===== config.mk =====
export PLATFORM = sky130hd
export DESIGN_NAME = branch_predictor
export DESIGN_NICKNAME = d
export VERILOG_FILES = /design/src/rtl/branch_predictor_pkg.sv /design/src/rtl/branch_predictor_sat_ctr_table.sv /design/src/rtl/branch_predictor.sv
export SDC_FILE = /design/constraint.sdc
export NUM_CORES = 1
export LEC_CHECK = 0
export CORE_UTILIZATION = 56
export DETAILED_ROUTE_END_ITERATION = 8
export PLACE_DENSITY = 0.86
export SYNTH_ARGS = -nofsm -noshare
export SYNTH_HDL_FRONTEND = slang
export SYNTH_SLANG_ARGS = --single-unit

===== constraint.sdc =====
create_clock -name clk -period 4.55 [get_ports clk]
set_input_delay 0.455 -clock clk [delete_from_list [all_inputs] [get_ports clk]]
set_output_delay 0.455 -clock clk [all_outputs]
set_load 0.01 [all_outputs]

===== src/rtl/branch_predictor_pkg.sv =====
// ---------------------------------------------------------------------------
// branch_predictor_pkg
//
// Shared definitions for the branch direction predictor:
//   - idx_mode_e     : table indexing mode (bimodal or gshare)
//   - idx_width()    : index width for a given number of counters
//   - ctr_msb()      : bit position of the counter direction bit
//   - ctr_reset_val(): weakly-not-taken counter reset value
//   - STAT_MAX       : saturation value of the optional statistics counters
//
// Optional feature macro: BRANCH_PREDICTOR_STATS_EN is undefined by default.
// Define it on the tool command line to enable the statistics ports.
// ---------------------------------------------------------------------------
package branch_predictor_pkg;

    // Widest counter the table supports; reset values are computed at this
    // width and narrowed by the user.
    localparam int CTR_WIDTH_MAX = 4;

    localparam logic [31:0] STAT_MAX = 32'hFFFF_FFFF;

    typedef enum logic {
        IDX_BIMODAL = 1'b0,
        IDX_GSHARE  = 1'b1
    } idx_mode_e;

    function automatic int idx_width(input int entries);
        return $clog2(entries);
    endfunction

    function automatic int ctr_msb(input int ctr_width);
        return ctr_width - 1;
    endfunction

    // 2^(w-1)-1: the largest value whose MSB is clear, i.e. weakly not-taken.
    function automatic logic [CTR_WIDTH_MAX-1:0] ctr_reset_val(input int ctr_width);
        return CTR_WIDTH_MAX'((1 << (ctr_width - 1)) - 1);
    endfunction

endpackage


===== src/rtl/branch_predictor_sat_ctr_table.sv =====
// ---------------------------------------------------------------------------
// sat_ctr_table
//
// Array of ENTRIES saturating up/down counters, CTR_WIDTH bits each.
// One asynchronous read port and one synchronous read-modify-write port.
// A read of the entry being written in the same cycle returns the old value.
//
// Ports:
//   clk     in   clock
//   rst     in   asynchronous active-high reset; all counters -> weakly not-taken
//   rd_idx  in   read index
//   rd_ctr  out  counter value at rd_idx (combinational)
//   wr_en   in   apply an increment/decrement at the clock edge
//   wr_idx  in   write index
//   wr_inc  in   1 = increment (saturate at all-ones), 0 = decrement (saturate at 0)
// ---------------------------------------------------------------------------
module sat_ctr_table
    import branch_predictor_pkg::*;
#(
    parameter  int ENTRIES   = 64,
    parameter  int CTR_WIDTH = 2,
    localparam int IDX_W     = idx_width(ENTRIES)
) (
    input  logic                 clk,
    input  logic                 rst,
    input  logic [IDX_W-1:0]     rd_idx,
    output logic [CTR_WIDTH-1:0] rd_ctr,
    input  logic                 wr_en,
    input  logic [IDX_W-1:0]     wr_idx,
    input  logic                 wr_inc
);

    localparam logic [CTR_WIDTH-1:0] CTR_INIT = CTR_WIDTH'(ctr_reset_val(CTR_WIDTH));
    localparam logic [CTR_WIDTH-1:0] CTR_MAX  = '1;

    logic [CTR_WIDTH-1:0] ctr [ENTRIES];

    function automatic logic [CTR_WIDTH-1:0] sat_step(
        input logic [CTR_WIDTH-1:0] val,
        input logic                 inc
    );
        if (inc) begin
            return (val == CTR_MAX) ? val : val + 1'b1;
        end
        return (val == '0) ? val : val - 1'b1;
    endfunction

    always_ff @(posedge clk or posedge rst) begin
        if (rst) begin
            for (int i = 0; i < ENTRIES; i++) begin
                ctr[i] <= CTR_INIT;
            end
        end else if (wr_en) begin
            ctr[wr_idx] <= sat_step(ctr[wr_idx], wr_inc);
        end
    end

    assign rd_ctr = ctr[rd_idx];

endmodule


===== src/rtl/branch_predictor.sv =====
// ---------------------------------------------------------------------------
// branch_predictor
//
// Direction predictor for conditional branches. ID looks up lk_pc and gets a
// zero-latency prediction; EX trains the counter table with the resolved
// outcome. Indexing is bimodal (PC bits) or gshare (PC bits XOR global
// history). The global history register (GHR) is updated speculatively on
// each enabled lookup and repaired from the snapshot carried by a
// mispredicted branch.
//
// Optional feature macro: BRANCH_PREDICTOR_STATS_EN (undefined by default).
// When defined, three saturating 32-bit statistics outputs are added.
//
// Parameters:
//   ENTRIES    number of counters (power of two, >= 4)
//   CTR_WIDTH  counter width, 1..4
//   GSHARE     0 = bimodal index, 1 = index XOR GHR
//   HIST_WIDTH GHR width, 1..log2(ENTRIES)
//
// Ports:
//   clk, rst       clock, asynchronous active-high reset
//   bp_enable      0 = predict not-taken and freeze speculative GHR updates
//   lk_valid       conditional branch in ID (not stalled/flushed)
//   lk_pc          PC of the ID instruction
//   lk_taken       predicted direction (driven regardless of lk_valid)
//   lk_ghr         GHR before this lookup, carried down the pipe
//   up_valid       conditional branch resolved in EX
//   up_pc          PC of the resolved branch
//   up_ghr         GHR snapshot that travelled with the branch
//   up_taken       actual outcome
//   up_mispred     prediction was wrong; GHR is repaired
//   stat_lookups   (STATS_EN) enabled lookups
//   stat_updates   (STATS_EN) training updates
//   stat_mispreds  (STATS_EN) mispredicted branches
// ---------------------------------------------------------------------------
module branch_predictor
    import branch_predictor_pkg::*;
#(
    parameter int ENTRIES    = 64,
    parameter int CTR_WIDTH  = 2,
    parameter int GSHARE     = 0,
    parameter int HIST_WIDTH = 6
) (
    input  logic                  clk,
    input  logic                  rst,
    input  logic                  bp_enable,
    input  logic                  lk_valid,
    input  logic [31:0]           lk_pc,
    output logic                  lk_taken,
    output logic [HIST_WIDTH-1:0] lk_ghr,
    input  logic                  up_valid,
    input  logic [31:0]           up_pc,
    input  logic [HIST_WIDTH-1:0] up_ghr,
    input  logic                  up_taken,
    input  logic                  up_mispred
`ifdef BRANCH_PREDICTOR_STATS_EN
    ,
    output logic [31:0]           stat_lookups,
    output logic [31:0]           stat_updates,
    output logic [31:0]           stat_mispreds
`endif
);

    localparam int        IDX_W    = idx_width(ENTRIES);
    localparam int        CTR_MSB  = ctr_msb(CTR_WIDTH);
    localparam idx_mode_e IDX_MODE = (GSHARE != 0) ? IDX_GSHARE : IDX_BIMODAL;

    logic [HIST_WIDTH-1:0] ghr;
    logic [HIST_WIDTH-1:0] ghr_spec;
    logic [HIST_WIDTH-1:0] ghr_repair;
    logic [IDX_W-1:0]      lk_hash;
    logic [IDX_W-1:0]      up_hash;
    logic [IDX_W-1:0]      lk_idx;
    logic [IDX_W-1:0]      up_idx;
    logic [CTR_WIDTH-1:0]  lk_ctr;

    // Index hashing. Word-aligned PC bits select the counter; in gshare mode
    // the zero-extended history is folded in. Each side uses its own history:
    // the live GHR for lookups, the carried snapshot for training, so a branch
    // trains the same entry it was predicted from.
    assign lk_hash = (IDX_MODE == IDX_GSHARE) ? IDX_W'(ghr)    : '0;
    assign up_hash = (IDX_MODE == IDX_GSHARE) ? IDX_W'(up_ghr) : '0;
    assign lk_idx  = lk_pc[IDX_W+1:2] ^ lk_hash;
    assign up_idx  = up_pc[IDX_W+1:2] ^ up_hash;

    sat_ctr_table #(
        .ENTRIES   (ENTRIES),
        .CTR_WIDTH (CTR_WIDTH)
    ) u_table (
        .clk    (clk),
        .rst    (rst),
        .rd_idx (lk_idx),
        .rd_ctr (lk_ctr),
        .wr_en  (up_valid),
        .wr_idx (up_idx),
        .wr_inc (up_taken)
    );

    // Lookup reads pre-update state: no bypass from a same-cycle update.
    assign lk_taken = bp_enable & lk_ctr[CTR_MSB];
    assign lk_ghr   = ghr;

    // Next-history candidates. A one-bit history is simply the inserted bit.
    generate
        if (HIST_WIDTH == 1) begin : g_hist_one
            assign ghr_spec   = lk_taken;
            assign ghr_repair = up_taken;
        end else begin : g_hist_multi
            assign ghr_spec   = {ghr[HIST_WIDTH-2:0], lk_taken};
            assign ghr_repair = {up_ghr[HIST_WIDTH-2:0], up_taken};
        end
    endgenerate

    // Repair has priority: a lookup in the same cycle as a mispredict is on
    // the wrong path and must not be folded into history.
    always_ff @(posedge clk or posedge rst) begin
        if (rst) begin
            ghr <= '0;
        end else if (up_valid && up_mispred) begin
            ghr <= ghr_repair;
        end else if (lk_valid && bp_enable) begin
            ghr <= ghr_spec;
        end
    end

`ifdef BRANCH_PREDICTOR_STATS_EN
    function automatic logic [31:0] sat_inc32(input logic [31:0] val);
        return (val == STAT_MAX) ? val : val + 32'd1;
    endfunction

    always_ff @(posedge clk or posedge rst) begin
        if (rst) begin
            stat_lookups  <= '0;
            stat_updates  <= '0;
            stat_mispreds <= '0;
        end else begin
            if (lk_valid && bp_enable) begin
                stat_lookups <= sat_inc32(stat_lookups);
            end
            if (up_valid) begin
                stat_updates <= sat_inc32(stat_updates);
            end
            if (up_valid && up_mispred) begin
                stat_mispreds <= sat_inc32(stat_mispreds);
            end
        end
    end
`endif

    // PC bits outside the index field, the counter bits below the direction
    // bit and (depending on configuration) parts of up_ghr are intentionally
    // not used.
    logic unused_bits;
    assign unused_bits = ^{lk_pc[31:IDX_W+2], lk_pc[1:0],
                           up_pc[31:IDX_W+2], up_pc[1:0],
                           up_ghr, lk_ctr};

endmodule


==> results.md <==
* Run status: finished, final reports clean
* Avg Cell Area, Syn at 10.1 um^2
* Final worst-path cycle share at 86.7%
* Area Growth Syn to Fin at 15.4%
* Setup Fix Bufs, Post-CTS at 0
* Synth warn at 0
* Syn Std Cell Area at 0.00696 mm^2
* Library cells used by synthesis at 49
* Total power at 3.51 mW
* Share of cells above drive strength 1 at 23.5%
* Synthesized flop and latch total at 134
* Worst endpoint required time at 4.09 ns
* CTS Buf Count at 17
* Synth top area share at 25.2%
* Register area share after synthesis at 49.3%
* Dpl ws at 0.584 ns
* Largest net degree at the start of global routing at 51
* Min Tclk post-route at 3.94 ns
* Pwr per Cell Area at 437 mW/mm^2
* Hold WC Path Type: input pin to async pin
* Avg WL per Cell at 21.5 um
* Slowest Stage Delay on Critical Path at 0.99 ns
* Startpoint types: input pin
* Final cell count without fillers at 896
* CTS clk-pin slew, worst paths at 0.06 ns
* Final WL at 19,300 um
* Setup CP Type: input pin to output port
* Final setup margin at 0.607 ns
* Final setup violation count at 0
* Post-cts sizing count at 0
* CP cell instances: clkdlybuf4s50_1, buf_4, mux4_2, mux4_2, mux2i_1, a21oi_1, and2_1, clkdlybuf4s50_1
* Drt pass-1 iters at 8
* Post-cts hold buffer count at 0
* DIE WIDTH at 113 um
* Peak Freq at 254 MHz
* Initial core utilization at 57.7%
* Placed cells at 863
* Nets@finish at 791
* CTS tree: built
* CTS max path bufs at 2
* Slew HR at 22.3%
* FP Rows at 40
* Top fanout value on the critical path at 12
* MaxCap Viol Count at 0
* Final hold vios at 0
* Routed Antenna Nets at 0
* Sink Count at 134
* Initial antenna violation count at 1
* HPWL after DPL at 12,700 um
* Critical Path End Type: output port
* Max rail drop VDD at 0.294 mV
* # H-tree levels at 4
* Via-to-Cell Ratio at 6.59
* Ys flop type: dfrtp_1
* CORE AREA at 0.0121 mm^2
* Worst Path Arrival at 3.49 ns
* Setup_tns at 0 ns
* RePlAce Congestion at 0.928
* Global route overflow at 0
* Cell count after synthesis at 689
* First-pass GRT wire length at 31,000 um
* RSZ-0062 raised after global routing: false
* Clock Skews at 0.00648 ns
* Clock Latency Late Sink at 0.43 ns
* Area leader, netlist: dfrtp_1
* Worst-margin pin slew at 1.16 ns
* DIE HEIGHT at 113 um
* Root buf cell: clkbuf_16
* GRT Total Usage at 32.4%
* Vias in the first global route at 5,984
* Die area at 0.0129 mm^2
* Async SR Flop Fraction at 100%
* Syn_nets at 766
* Slew Viols, Final at 0
* Via count at 5,902
* Port-buffer cells at 30
* Initial DRC Count at 625
* CP max-delay cell: clkdlybuf4s50_1
* Post-synth EDFFs at 0
* Io pins at 84
* Top cells by area, synth: dfrtp_1, dfstp_2, mux4_2
* DR DRC count at 0
* Static Leak at 3.17 nW
## synthesized netlist by cell type, types with 3 or more instances
master    instances
nand2_1         156
a21oi_1          26
nand2b_1          4
mux4_2           36
buf_1             3
buf_2            12
clkbuf_2          5
nor3_1            5
dfstp_2          64
o21ai_1          48
a221oi_1          8
and2_1            4
o31ai_2          12
a22oi_1           4
o21ai_0          67
inv_1             5
o31ai_1           4
a31oi_1           5
mux2i_1          23
nor2_1           54
mux2_2            5
clkbuf_1         19
dfrtp_1          70
and3_1            5
o22ai_1           4
nand3_1           9
nor2b_1           3
## placed cells by master (no fill, tap or decap), drive strengths merged, types with 9 or more instances in the layout
master and count:
mux4 36, dfstp 64, buf 21, clkdlybuf4s50 28, dfrtp 70, nand2 156, nand3 9, o31ai 16
mux2i 23, clkbuf 23, o21ai 115, nor2 54, a21oi 26
## registers in the layout, summed over array words and instances, names as in the netlist
name / cells
lk_ghr: 6
u_table.ctr: 128
## report_power, final
part	leakage, nW	internal (mW)	switching (mW)
sequential	1.60	1.42	0.114
combinational	1.29	0.251	0.338
clock	0.287	0.885	0.501
total	3.17	2.56	0.953
## critical path: cells and delay by family
kind                   cells  cell delay, ns
multiplexers               3            1.02
AO/OA/AOI/OAI              1            0.10
AND/OR/NAND/NOR            1            0.16
buffers and inverters      3            1.74
## stage by stage
stage,utilization (%),area (um^2),hold slack [ns]
floorplan,-,6960,0.442
global placement,61.7,7440,0.447
detailed placement,61.7,7440,0.454
CTS,66.6,8030,0.410
global route,66.6,8040,0.455
finish,66.6,8040,0.407
## final timing paths
path	cells after the start	startpoint	slack (ns)	to
max	8	lk_pc[3]	0.61	lk_taken
min	2	rst	0.41	u_table.ctr[63]$_DFFE_PP0P_
max reg2reg	8	u_table.ctr[9]$_DFFE_PP0P_	1.24	u_table.ctr[70]$_DFFE_PP1P_
min reg2reg	2	u_table.ctr[120]$_DFFE_PP1P_	0.46	u_table.ctr[120]$_DFFE_PP1P_
max in group asynchronous	3	rst	3.13	u_table.ctr[53]$_DFFE_PP0P_
min in group clk	2	u_table.ctr[120]$_DFFE_PP1P_	0.46	u_table.ctr[120]$_DFFE_PP1P_
## layer usage
metal  vias to the layer above  track usage, %  share of wire [%]
met1                      2839            40.4                 37
met2                       402            50.0                 47
li1                       2542               -                  -
met3                       119            8.71                 11
met4                         0            21.2                5.9
met5                         -               0                  0
## cell type report
class | count | area, um^2
fill | 877 | 4030
sequential | 134 | 3430
multi-input combinational | 507 | 3300
timing repair buffer | 49 | 470
clock buffer | 23 | 468
tap | 168 | 210
clock inverter | 9 | 125
inverter | 5 | 21.3
antenna | 1 | 2.50
## cell families after synthesis
group / after synthesis / share of synthesized area, %
AND/OR/NAND/NOR: 251 / 14.9
multiplexers: 64 / 15.8
AO/OA/AOI/OAI: 190 / 16.5
flip-flops: 134 / 49.3
buffers and inverters: 48 / 3.22
adder cells (fa/ha/maj): 2 / 0.306
Power figures use the tool's default switching activity.
